--- config.mk ---
export PLATFORM = sky130hd
export DESIGN_NAME = uart_tx
export DESIGN_NICKNAME = d
export VERILOG_FILES = /design/src/rtl/uart_tx.sv
export SDC_FILE = /design/constraint.sdc
export NUM_CORES = 1
export LEC_CHECK = 0
export BUFFER_PORTS_ARGS = -buffer_cell sky130_fd_sc_hd__buf_4
export CAP_MARGIN = 5
export CELL_PAD_IN_SITES_DETAIL_PLACEMENT = 0
export CELL_PAD_IN_SITES_GLOBAL_PLACEMENT = 1
export CORE_ASPECT_RATIO = 0.9
export CORE_UTILIZATION = 42
export CTS_CLUSTER_SIZE = 24
export DETAILED_ROUTE_END_ITERATION = 6
export PLACE_DENSITY_LB_ADDON = 0.12
export SLEW_MARGIN = 0
export SYNTH_ARGS = -nofsm -noshare
export SYNTH_HDL_FRONTEND = slang
export SYNTH_SLANG_ARGS = --single-unit
--- constraint.sdc ---
create_clock -name Clk -period 2 [get_ports Clk]
set_input_delay 0.2 -clock Clk [delete_from_list [all_inputs] [get_ports Clk]]
set_output_delay 0.2 -clock Clk [all_outputs]
set_load 0.005 [all_outputs]
--- src/rtl/uart_tx.sv ---
// uart_tx: 8N1 UART transmitter, LSB first, idle-high line, one-entry
// holding register in front of the shift register for gap-free frames.
//
// Ports:
//   Clk         in   OVERSAMPLE x baud clock, rising edge
//   Reset       in   asynchronous, active-low
//   DataIn[7:0] in   byte to send, captured when Load is accepted
//   Load        in   write strobe, accepted when ReadyFlag=1
//   ReadyFlag   out  holding register empty
//   BusyFlag    out  frame in progress on Serout
//   DoneFlag    out  1-cycle pulse at the end of the last stop bit
//   OverrunFlag out  1-cycle pulse when a Load is dropped
//   Serout      out  serial line, idle 1

module uart_tx #(
   parameter int OVERSAMPLE = 16,
   parameter int STOP_BITS  = 1
) (
   input  logic       Clk,
   input  logic       Reset,
   input  logic [7:0] DataIn,
   input  logic       Load,
   output logic       ReadyFlag,
   output logic       BusyFlag,
   output logic       DoneFlag,
   output logic       OverrunFlag,
   output logic       Serout
);

   typedef enum logic [1:0] {
      IDLE,
      START,
      DATA,
      STOP
   } state_t;

   localparam logic [7:0] TMAX      = 8'(OVERSAMPLE - 1);
   localparam logic       STOP_LAST = 1'(STOP_BITS - 1);

   state_t     state_q, state_d;
   logic [7:0] timer_q, timer_d;
   logic [2:0] bit_ctr_q, bit_ctr_d;
   logic       stop_ctr_q, stop_ctr_d;
   logic [7:0] shift_q, shift_d;
   logic [7:0] hold_q, hold_d;
   logic       hold_valid_q, hold_valid_d;
   logic       serout_q, serout_d;
   logic       busy_q, busy_d;
   logic       done_q, done_d;
   logic       overrun_q, overrun_d;

   logic       bit_end;
   logic       take;
   logic       load_ok;

   assign bit_end = (timer_q == 8'd0);
   assign load_ok = Load & ~hold_valid_q;

   always_ff @(posedge Clk or negedge Reset) begin
      if (!Reset) begin
         state_q      <= IDLE;
         timer_q      <= 8'd0;
         bit_ctr_q    <= 3'd0;
         stop_ctr_q   <= 1'b0;
         shift_q      <= 8'd0;
         hold_q       <= 8'd0;
         hold_valid_q <= 1'b0;
         serout_q     <= 1'b1;
         busy_q       <= 1'b0;
         done_q       <= 1'b0;
         overrun_q    <= 1'b0;
      end else begin
         state_q      <= state_d;
         timer_q      <= timer_d;
         bit_ctr_q    <= bit_ctr_d;
         stop_ctr_q   <= stop_ctr_d;
         shift_q      <= shift_d;
         hold_q       <= hold_d;
         hold_valid_q <= hold_valid_d;
         serout_q     <= serout_d;
         busy_q       <= busy_d;
         done_q       <= done_d;
         overrun_q    <= overrun_d;
      end
   end

   always_comb begin
      state_d      = state_q;
      timer_d      = timer_q;
      bit_ctr_d    = bit_ctr_q;
      stop_ctr_d   = stop_ctr_q;
      shift_d      = shift_q;
      hold_d       = hold_q;
      hold_valid_d = hold_valid_q;
      serout_d     = serout_q;
      busy_d       = busy_q;
      done_d       = 1'b0;
      overrun_d    = Load & hold_valid_q;
      take         = 1'b0;

      unique case (state_q)
         IDLE: begin
            serout_d = 1'b1;
            busy_d   = 1'b0;
            if (hold_valid_q) begin
               take = 1'b1;
            end
         end
         START: begin
            timer_d = timer_q - 8'd1;
            if (bit_end) begin
               timer_d   = TMAX;
               state_d   = DATA;
               serout_d  = shift_q[0];
               bit_ctr_d = 3'd7;
            end
         end
         DATA: begin
            timer_d = timer_q - 8'd1;
            if (bit_end) begin
               timer_d = TMAX;
               shift_d = {1'b0, shift_q[7:1]};
               if (bit_ctr_q == 3'd0) begin
                  state_d    = STOP;
                  serout_d   = 1'b1;
                  stop_ctr_d = 1'b0;
               end else begin
                  bit_ctr_d = bit_ctr_q - 3'd1;
                  serout_d  = shift_q[1];
               end
            end
         end
         STOP: begin
            timer_d = timer_q - 8'd1;
            if (bit_end) begin
               timer_d = TMAX;
               if (stop_ctr_q == STOP_LAST) begin
                  done_d = 1'b1;
                  if (hold_valid_q) begin
                     take = 1'b1;
                  end else begin
                     state_d  = IDLE;
                     busy_d   = 1'b0;
                     serout_d = 1'b1;
                  end
               end else begin
                  stop_ctr_d = stop_ctr_q + 1'b1;
               end
            end
         end
         default: begin
            state_d = IDLE;
         end
      endcase

      // Hand the held byte to the shifter and open the start bit.
      if (take) begin
         state_d      = START;
         shift_d      = hold_q;
         hold_valid_d = 1'b0;
         serout_d     = 1'b0;
         busy_d       = 1'b1;
         timer_d      = TMAX;
      end

      // load_ok and take are exclusive: take needs a full holding register.
      if (load_ok) begin
         hold_d       = DataIn;
         hold_valid_d = 1'b1;
      end
   end

   assign ReadyFlag   = ~hold_valid_q;
   assign BusyFlag    = busy_q;
   assign DoneFlag    = done_q;
   assign OverrunFlag = overrun_q;
   assign Serout      = serout_q;

endmodule
==> impl_metrics.json, run 1 <==
{
  "result_of_the_run": "complete, no violations",
  "synth_top_area_share_pct": 43.4,
  "synthToLayoutAreaGrowth_pct": 25.5,
  "clock_sinks": 34,
  "pwr_density_cell_nw_per_um2": 1730,
  "critPathLaunch": "state_q[0]",
  "synth_top_flop_cell": "dfrtp_1",
  "avgViaCountPerCell": 5.40,
  "detailroute.via_count": 1513,
  "starting_density_of_the_core_pct": 45.2,
  "floorplan.rows": 22,
  "synth-seq-cells": 34,
  "number_of_buffers_created_by_cts": 5,
  "place_congestion": 0.857,
  "overall_overflow_remaining_after_global_route": 0,
  "standard_cell_area_after_detailed_placement_sq_um": 2230,
  "drive_above_1_share_pct": 32.7,
  "slew_headroom_pct": 68.1,
  "cell_type_with_the_largest_total_area_after_synthesis": "dfrtp_1",
  "postLayoutCellArea_sq_um": 2390,
  "num_io_pins": 16,
  "route.antenna.remaining_nets": 0,
  "worst_r2r_startpoint": "state_q[0]",
  "fp.dieH_um": 65.9,
  "dp_cells": 271,
  "global_route_wire_length_before_repair_um": 7070,
  "netlist-cell-type-count": 45,
  "largest_vdd_supply_drop_v": 0.000890,
  "rsz0062_at_grt": "false",
  "drt_drc_violations_left": 0,
  "diodes": 0,
  "grt_max_degree": 35,
  "drv_slew": 0,
  "routed_len_inst_um": 15.0,
  "yosysSeqAreaShare_pct": 44.7,
  "hold_viol": 0,
  "postSynthCellCount": 184,
  "avgSynthCellArea_sq_um": 10.3,
  "clock_tree.root_cell": "clkbuf_8",
  "kind_of_start_point_of_the_critical_path": "register",
  "min_period_over_period_pct": 94.4,
  "finish.cell_count_without_fillers": 280,
  "clkTransAtPathRegs_ns": 0.07,
  "final_common_cell": "buf_4",
  "layout.nets": 239,
  "crit_required_ns": 2.16,
  "area.sequential_sq_um": 852,
  "antenna_found_initial": 0,
  "max_clock_freq_mhz": 530,
  "min_path_type": "in -> reg",
  "drt_first_iter_violations": 54,
  "cts-root-to-sink-buffers": 2,
  "hold_path.startpoint": "DataIn[0]",
  "crit_arrival_ns": 2.05,
  "coreArea_sq_um": 4210,
  "fin_worst_hold_slack_ns": 0.149,
  "synth.top_cells.by_area": "dfrtp_1, a2bb2oi_2, ha_1",
  "maxCapViolations": 0,
  "clock_latency_ns": 0.28,
  "tightestPinTransition_ns": 0.478,
  "netlist_area_sq_um": 1900,
  "asyncSetResetFlopFracSynth_pct": 100,
  "yosysWarnings": 0,
  "setup_viol": 0,
  "first_global_vias": 1495,
  "floorplan.die_area_sq_um": 4810,
  "tritoncts": "yes",
  "hpwl_um": 3130,
  "multi_input_comb_area_sq_um": 997,
  "totalNegativeSetupSlack_ns": 0,
  "io_buffer_count": 15,
  "drt-pass1-iter-count": 4,
  "postSynthNetCount": 203,
  "cts_max_level": 2,
  "layout.cells.most_common_list": "buf_4, dfrtp_1, o21ai_0",
  "number_of_synthesized_flops_with_an_enable_pin": 0,
  "final_period_minus_worst_setup_slack_ns": 1.89,
  "worst-path-max-fanout": 6,
  "chipWidth_um": 73.0,
  "grt_use_total_pct": 19.8,
  "final.setup_skew_ns": 0.00429,
  "n_fill_cell": 375,
  "postRouteWirelength_um": 4210,
  "endpoint_kind": "register",
  "crit_type": "reg -> reg",
  "static_leak_nw": 1.03
}
[layout make-up]
cell class                      count  share of cell area [%]
Multi-Input combinational cell    129                    41.7
Sequential cell                    34                    35.7
Timing Repair Buffer               40                    13.2
Clock buffer                        6                    3.46
Tap cell                           60                    3.14
Inverter                           10                    1.57
Clock inverter                      1                    1.26
[worst max-delay path, cell delays in order (launching register included)]
cell and delay, ns:
dfrtp_1 0.36, inv_2 0.06, ha_1 0.30, buf_4 0.16
nand3b_1 0.22, a22oi_2 0.20, o311ai_2 0.14, mux2_1 0.33
[state kept, by name, indices dropped and copies added (netlist names)]
name and flops:
hold_valid_q 1, OverrunFlag 1, shift_q 8, state_q 2
timer_q 8, BusyFlag 1, DoneFlag 1, bit_ctr_q 3
Serout 1, hold_q 8
[cells by family after synthesis]
| group | count (synthesis) | share of synthesized area [%] |
|---|---|---|
| compound gates | 53 | 22.5 |
| simple gates | 53 | 14.5 |
| flops | 34 | 44.7 |
| buf+inv | 21 | 4.67 |
| mux | 12 | 6.96 |
| fa+ha+maj | 8 | 5.26 |
| xor+xnor | 3 | 1.38 |
[Yosys cell counts, types with 2 or more instances]
cell,instances
o211ai_1,3
clkbuf_1,7
a31oi_1,4
xnor2_1,3
a2bb2oi_2,7
nand2_1,13
o22a_1,8
nor2b_1,3
nand2b_1,4
a21oi_1,4
a2111oi_0,2
or4_1,2
nor3_1,5
nand3b_1,2
mux2_2,8
nand3_1,2
dfrtp_1,33
mux2_1,2
mux2i_1,2
ha_1,8
inv_1,10
or3_1,2
o21ai_0,16
nor2_1,12
buf_2,2
[per-layer routing]
metal  track usage (%)  up-vias  routed length (um)
met5                 0        -                   0
met4              8.33        0                  55
met3              5.18        6                 211
met2              28.4       43                1850
met1              28.0      726                2100
li1                  -      738                   -
[where the power goes]
| group | leakage [nW] | switching (mW) | internal, mW | total, mW |
|---|---|---|---|---|
| registers | 0.398 | 0.246 | 1.00 | 1.25 |
| logic | 0.577 | 1.11 | 1.13 | 2.24 |
| clock network | 0.0573 | 0.242 | 0.399 | 0.641 |
| total | 1.03 | 1.60 | 2.53 | 4.13 |
[path summary, 6_finish.rpt]
path                              end  slack [ns]  depth (start not counted)
max                        state_q[1]        0.11                          7
max in group asynchronous      Serout        1.26                          2
min reg2reg                timer_q[0]        0.50                          1
min in group asynchronous    DoneFlag        0.41                          2
max reg2reg                state_q[1]        0.11                          7
min                         hold_q[0]        0.15                          2
[per-stage QoR]
| step | worst slack [ns] | power [mW] | utilization, % |
|---|---|---|---|
| after floorplan | 0.00204 | 2.64 | - |
| after global placement | 0.0721 | 3.36 | 52.9 |
| after detailed placement | 0.0626 | 3.42 | 52.9 |
| after CTS | 0.0534 | 4.07 | 55.8 |
| after global routing | 0.0349 | 4.44 | 56.7 |
| final | 0.112 | 4.13 | 56.7 |
[repair_timing]
action	4_1_cts	5_1_grt
endpoints found under the setup margin	0	13
hold buffers	1	0
gates resized for setup	0	9
setup buffers	0	1
endpoints found under the hold margin	33	0
No activity file was read; power rests on OpenSTA's default activity.
==> inputs of run 2 (changes only) <==
--- a/config.mk
+++ b/config.mk
@@ -14,6 +14,7 @@
 export CTS_CLUSTER_SIZE = 24
 export DETAILED_ROUTE_END_ITERATION = 6
 export PLACE_DENSITY_LB_ADDON = 0.12
+export REMOVE_ABC_BUFFERS = 1
 export SLEW_MARGIN = 0
 export SYNTH_ARGS = -nofsm -noshare
 export SYNTH_HDL_FRONTEND = slang
==> run 2 against run 1 <==
Compared with the run above: routed wire length increased by 2.4%; final area decreased by 0.63%; global-route usage increased by 0.39 points; sequential share of layout area increased by 0.23 points; maximum frequency decreased by 1.3%; critical path type unchanged; critical endpoint unchanged.
==> impl_metrics.json, run 2 (same netlist as run 1, synthesis figures left out) <==
{
  "result_of_the_run": "complete, no violations",
  "postLayoutCellArea_sq_um": 2370,
  "netSwitchingFraction_pct": 40.3,
  "finalPower_mw": 4.12,
  "drv_slew": 0,
  "fp.dieH_um": 65.9,
  "endpoint_kind": "register",
  "clock_power_share_pct": 15.8,
  "drive_above_1_share_pct": 33.3,
  "antenna_found_initial": 0,
  "final_period_minus_worst_setup_slack_ns": 1.91,
  "standard_cell_area_after_detailed_placement_sq_um": 2210,
  "hpwl_um": 3070,
  "chipWidth_um": 73.0,
  "diodes": 0,
  "clock_latency_ns": 0.30,
  "num_io_pins": 16,
  "hold_viol": 0,
  "io_buffer_count": 15,
  "min_period_over_period_pct": 95.6,
  "synthToLayoutAreaGrowth_pct": 24.7,
  "number_of_buffers_created_by_cts": 5,
  "drt_first_iter_violations": 78,
  "layout.cells.most_common_list": "buf_4, dfrtp_1, o21ai_0",
  "setup_viol": 0,
  "kind_of_start_point_of_the_critical_path": "register",
  "postRouteWirelength_um": 4320,
  "avgViaCountPerCell": 5.54,
  "detailroute.via_count": 1545,
  "pwr-share-seq_pct": 29.5,
  "pwr_density_cell_nw_per_um2": 1730,
  "floorplan.die_area_sq_um": 4810,
  "cts-root-to-sink-buffers": 2,
  "first_global_vias": 1585,
  "routed_len_inst_um": 15.5,
  "internal_power_mw": 2.46,
  "maxCapViolations": 0,
  "max_clock_freq_mhz": 523,
  "drt_drc_violations_left": 0,
  "drt-pass1-iter-count": 4,
  "largest_vdd_supply_drop_v": 0.000882,
  "final_common_cell": "buf_4",
  "global_route_wire_length_before_repair_um": 7270,
  "static_leak_nw": 1.01,
  "starting_density_of_the_core_pct": 45.2,
  "tightestPinTransition_ns": 0.477,
  "final.setup_skew_ns": 0.00890,
  "coreArea_sq_um": 4210,
  "min_path_type": "in -> reg",
  "cts_max_level": 2,
  "worst-path-max-fanout": 5,
  "tritoncts": "yes",
  "floorplan.rows": 22,
  "clock_sinks": 34,
  "grt_max_degree": 35,
  "place_congestion": 0.798,
  "crit_required_ns": 2.17,
  "crit_arrival_ns": 2.08,
  "rsz0062_at_grt": "false",
  "logic_pwr_share_pct": 54.7,
  "slew_headroom_pct": 67.9,
  "clkTransAtPathRegs_ns": 0.08,
  "route.antenna.remaining_nets": 0,
  "total_switching_power_mw": 1.66,
  "clock_tree.root_cell": "clkbuf_8",
  "reg.largest.list": "hold_q: 8 flops, shift_q: 8 flops, timer_q: 8 flops",
  "overall_overflow_remaining_after_global_route": 0,
  "layout.nets": 237,
  "crit_type": "reg -> reg",
  "grt_use_total_pct": 20.2
}
[run 2: cell types whose count changed in the layout (fill, tap and decap cells not counted), sizes merged]
cell      change
buf           -2
clkinvlp      +2
clkbuf        -1
[run 2: metal layers]
layer / GRT usage (%) / vias up / share of wire (%)
li1: - / 732 / -
met1: 25.3 / 776 / 46
met2: 33.7 / 29 / 50
met3: 4.27 / 8 / 2.9
met4: 8.09 / 0 / 1.3
met5: 0 / - / 0
[run 2: final cells by class]
type / count / area, sq um
fill: 363 / 1840
multi-input combinational: 129 / 1000
sequential: 34 / 852
timing repair buffer: 38 / 295
tap: 60 / 75.1
clock buffer: 5 / 68.8
clock inverter: 3 / 45.0
inverter: 10 / 37.5
[run 2: path summary, 6_finish.rpt]
kind                       depth (start not counted)         end  startpoint  slack [ns]
min reg2reg                                        1  shift_q[7]  shift_q[7]        0.51
max in group asynchronous                          2      Serout       Reset        1.28
min in group asynchronous                          2  timer_q[1]       Reset        0.38
min                                                2   hold_q[0]   DataIn[0]        0.13
max                                                4  state_q[1]  timer_q[5]        0.09
max reg2reg                                        4  state_q[1]  timer_q[5]        0.09
[run 2: power by group through the flow]
stage / sequential, mW / clock [mW] / combinational [mW]
floorplan: 1.20 / 0 / 1.37
global placement: 1.20 / 0 / 2.09
detailed placement: 1.22 / 0 / 2.14
CTS: 1.20 / 0.660 / 2.18
global route: 1.25 / 0.690 / 2.48
finish: 1.22 / 0.649 / 2.25
[run 2: critical path, stage by stage, from the launching register on]
cell	delay, ns
dfrtp_1	0.39
or4_1	0.69
nor2_4	0.22
o311ai_2	0.16
mux2_1	0.34
[run 2: what timing repair did]
action | CTS | global route
hold buffers | 1 | 0
resized for setup | 3 | 10
endpoints found under the hold margin | 33 | 0
pin swaps | 0 | 2
setup endpoints to repair | 2 | 13
setup buffers | 0 | 0
[run 2: metrics by stage]
step	utilization, %	std cells	hold slack [ns]	setup TNS [ns]	setup WS (ns)
finish	56.4	279	0.132	0	0.0878
global route	56.4	279	0.130	0	0.00236
CTS	55.6	279	0.131	0	0.00156
floorplan	-	173	-0.0956	-0.650	-0.152
global placement	52.4	270	0.170	0	0.0407
detailed placement	52.4	270	0.179	-0.0350	-0.0297
==> inputs of run 3 (changes only) <==
--- a/config.mk
+++ b/config.mk
@@ -10,7 +10,8 @@
 export CELL_PAD_IN_SITES_DETAIL_PLACEMENT = 0
 export CELL_PAD_IN_SITES_GLOBAL_PLACEMENT = 1
 export CORE_ASPECT_RATIO = 0.9
-export CORE_UTILIZATION = 42
+export CORE_UTILIZATION = 52
+export CTS_BUF_LIST = sky130_fd_sc_hd__clkbuf_8
 export CTS_CLUSTER_SIZE = 24
 export DETAILED_ROUTE_END_ITERATION = 6
 export PLACE_DENSITY_LB_ADDON = 0.12
==> constraint.sdc (replaced) <==
create_clock -name Clk -period 2.4 [get_ports Clk]
set_input_delay 0.24 -clock Clk [delete_from_list [all_inputs] [get_ports Clk]]
set_output_delay 0.24 -clock Clk [all_outputs]
set_load 0.005 [all_outputs]
==> run 3 against run 2 <==
Compared with the run above: sequential share of layout area rose by 3.3 points; clock-buffer cell count rose by 1; non-clock buffer count fell by 14; largest cell class unchanged.
==> impl_metrics.json, run 3 (same netlist as run 1, synthesis figures left out) <==
{
  "crit_required_ns": 2.56,
  "cts_max_level": 2,
  "starting_density_of_the_core_pct": 55.5,
  "layout.cells.most_common_list": "dfrtp_1, buf_4, o21ai_0",
  "critical_path.top_delay_family": "compound AO/OA/AOI/OAI gates",
  "total_switching_power_mw": 1.24,
  "avgViaCountPerCell": 5.86,
  "crit_path_max_incr_delay_ns": 0.45,
  "pwr-share-seq_pct": 34.3,
  "tritoncts": "yes",
  "cp.buffers_inverters": 1,
  "synthToLayoutAreaGrowth_pct": 14.1,
  "finish.cell_count_without_fillers": 247,
  "chipWidth_um": 65.8,
  "drt_first_iter_violations": 88,
  "largest_vdd_supply_drop_v": 0.000807,
  "pwr_density_cell_nw_per_um2": 1400,
  "reg.largest.list": "hold_q: 8 flops, shift_q: 8 flops, timer_q: 8 flops",
  "result_of_the_run": "complete, no violations",
  "clock_latency_ns": 0.29,
  "hold_viol": 0,
  "slack_of_the_critical_path_ns": 0.177,
  "tightestPinTransition_ns": 0.799,
  "num_io_pins": 16,
  "list_of_cells_traversed_by_the_critical_path": "inv_1, ha_1, nand2b_1, nor2_1, o311ai_1, mux2_1",
  "logic_pwr_share_pct": 52.1,
  "slew_headroom_pct": 46.6,
  "min_period_over_period_pct": 92.6,
  "clock_power_share_pct": 13.6,
  "dp_cells": 240,
  "layout.nets": 223,
  "internal_power_mw": 1.81,
  "post-cts-setup-buffer-count": 0,
  "route.antenna.remaining_nets": 0,
  "totalNegativeSetupSlack_ns": 0,
  "final_period_minus_worst_setup_slack_ns": 2.22,
  "min_path_type": "in -> reg",
  "clock_sinks": 34,
  "detailroute.via_count": 1447,
  "floorplan.rows": 20,
  "routed_len_inst_um": 15.6,
  "fin_worst_hold_slack_ns": 0.183,
  "postLayoutCoreUtil_pct": 63.4,
  "final.setup_skew_ns": 0.00672,
  "grt_use_total_pct": 22.0,
  "drt_drc_violations_left": 0,
  "global_route_wire_length_before_repair_um": 6250,
  "overall_overflow_remaining_after_global_route": 0,
  "cts-root-to-sink-buffers": 2,
  "postRouteWirelength_um": 3860,
  "floorplan.die_area_sq_um": 3910,
  "crit_type": "reg -> reg",
  "first_global_vias": 1315,
  "kind_of_start_point_of_the_critical_path": "register",
  "drt-pass1-iter-count": 4,
  "n_fill_cell": 277,
  "drv_slew": 0,
  "io_buffer_count": 15,
  "endpoint_kind": "register",
  "maxCapViolations": 0,
  "place_congestion": 0.827,
  "setup_viol": 0,
  "drive_above_1_share_pct": 24.6,
  "clkTransAtPathRegs_ns": 0.06,
  "max_clock_freq_mhz": 450,
  "grt_max_degree": 35,
  "worst-path-max-fanout": 7,
  "antenna_found_initial": 0,
  "critical_path.slowest_cell": "o311ai_1",
  "final_common_cell": "dfrtp_1",
  "static_leak_nw": 0.934,
  "number_of_buffers_created_by_cts": 5,
  "rsz0062_at_grt": "false",
  "crit_arrival_ns": 2.38,
  "hpwl_um": 2820,
  "netSwitchingFraction_pct": 40.7,
  "clock_tree.root_cell": "clkbuf_8",
  "diodes": 0,
  "place_worst_setup_slack_ns": 0.235,
  "fp.dieH_um": 59.4,
  "coreArea_sq_um": 3430
}
-- run 3: cell type report --
class	count	area (sq um)	area share, %
Clock buffer	6	82.6	3.80
Inverter	10	37.5	1.73
Multi-Input combinational cell	129	963	44.3
Sequential cell	34	852	39.2
Tap cell	44	55.1	2.53
Timing Repair Buffer	24	183	8.41
-- run 3: power by group through the flow --
stage               Clock [mW]  Combinational (mW)  Sequential [mW]
CTS                      0.428                1.58             1.04
floorplan                    0                1.14            0.999
global placement             0                1.52             1.04
global route             0.445                1.75             1.08
detailed placement           0                1.57             1.05
finish                   0.414                1.58             1.04
-- run 3: timing repair --
action	in CTS	in global routing
resized for setup	0	0
endpoints found under the hold margin	33	0
hold buffers	1	0
-- run 3: worst reg2reg max path: stages (launching register included) --
cell and delay, ns:
dfrtp_1 0.42, inv_1 0.09, ha_1 0.39, nand2b_1 0.25
nor2_1 0.12, o311ai_1 0.45, mux2_1 0.38
-- run 3: final timing paths --
check	depth (start not counted)	end	from	slack, ns
max in group asynchronous	2	Serout	Reset	1.63
max reg2reg	6	state_q[1]	state_q[1]	0.18
min reg2reg	1	shift_q[7]	shift_q[7]	0.49
min in group asynchronous	2	timer_q[7]	Reset	0.43
min	2	hold_q[4]	DataIn[4]	0.18
max	6	state_q[1]	state_q[1]	0.18
-- run 3: layer usage --
layer,global-route usage (%),up-vias,share of wire (%),wire length (um)
met5,0,-,0,0
met4,10.6,0,1.7,64
met3,5.19,7,4.4,168
met2,31.6,41,45,1750
met1,31.2,693,49,1880
li1,-,706,-,-
-- run 3: through the flow --
step	power (mW)	cell area, sq um
after CTS	3.05	2170
final	3.04	2170
after detailed placement	2.63	2080
after global placement	2.56	2080
after global routing	3.27	2170
after floorplan	2.14	1850
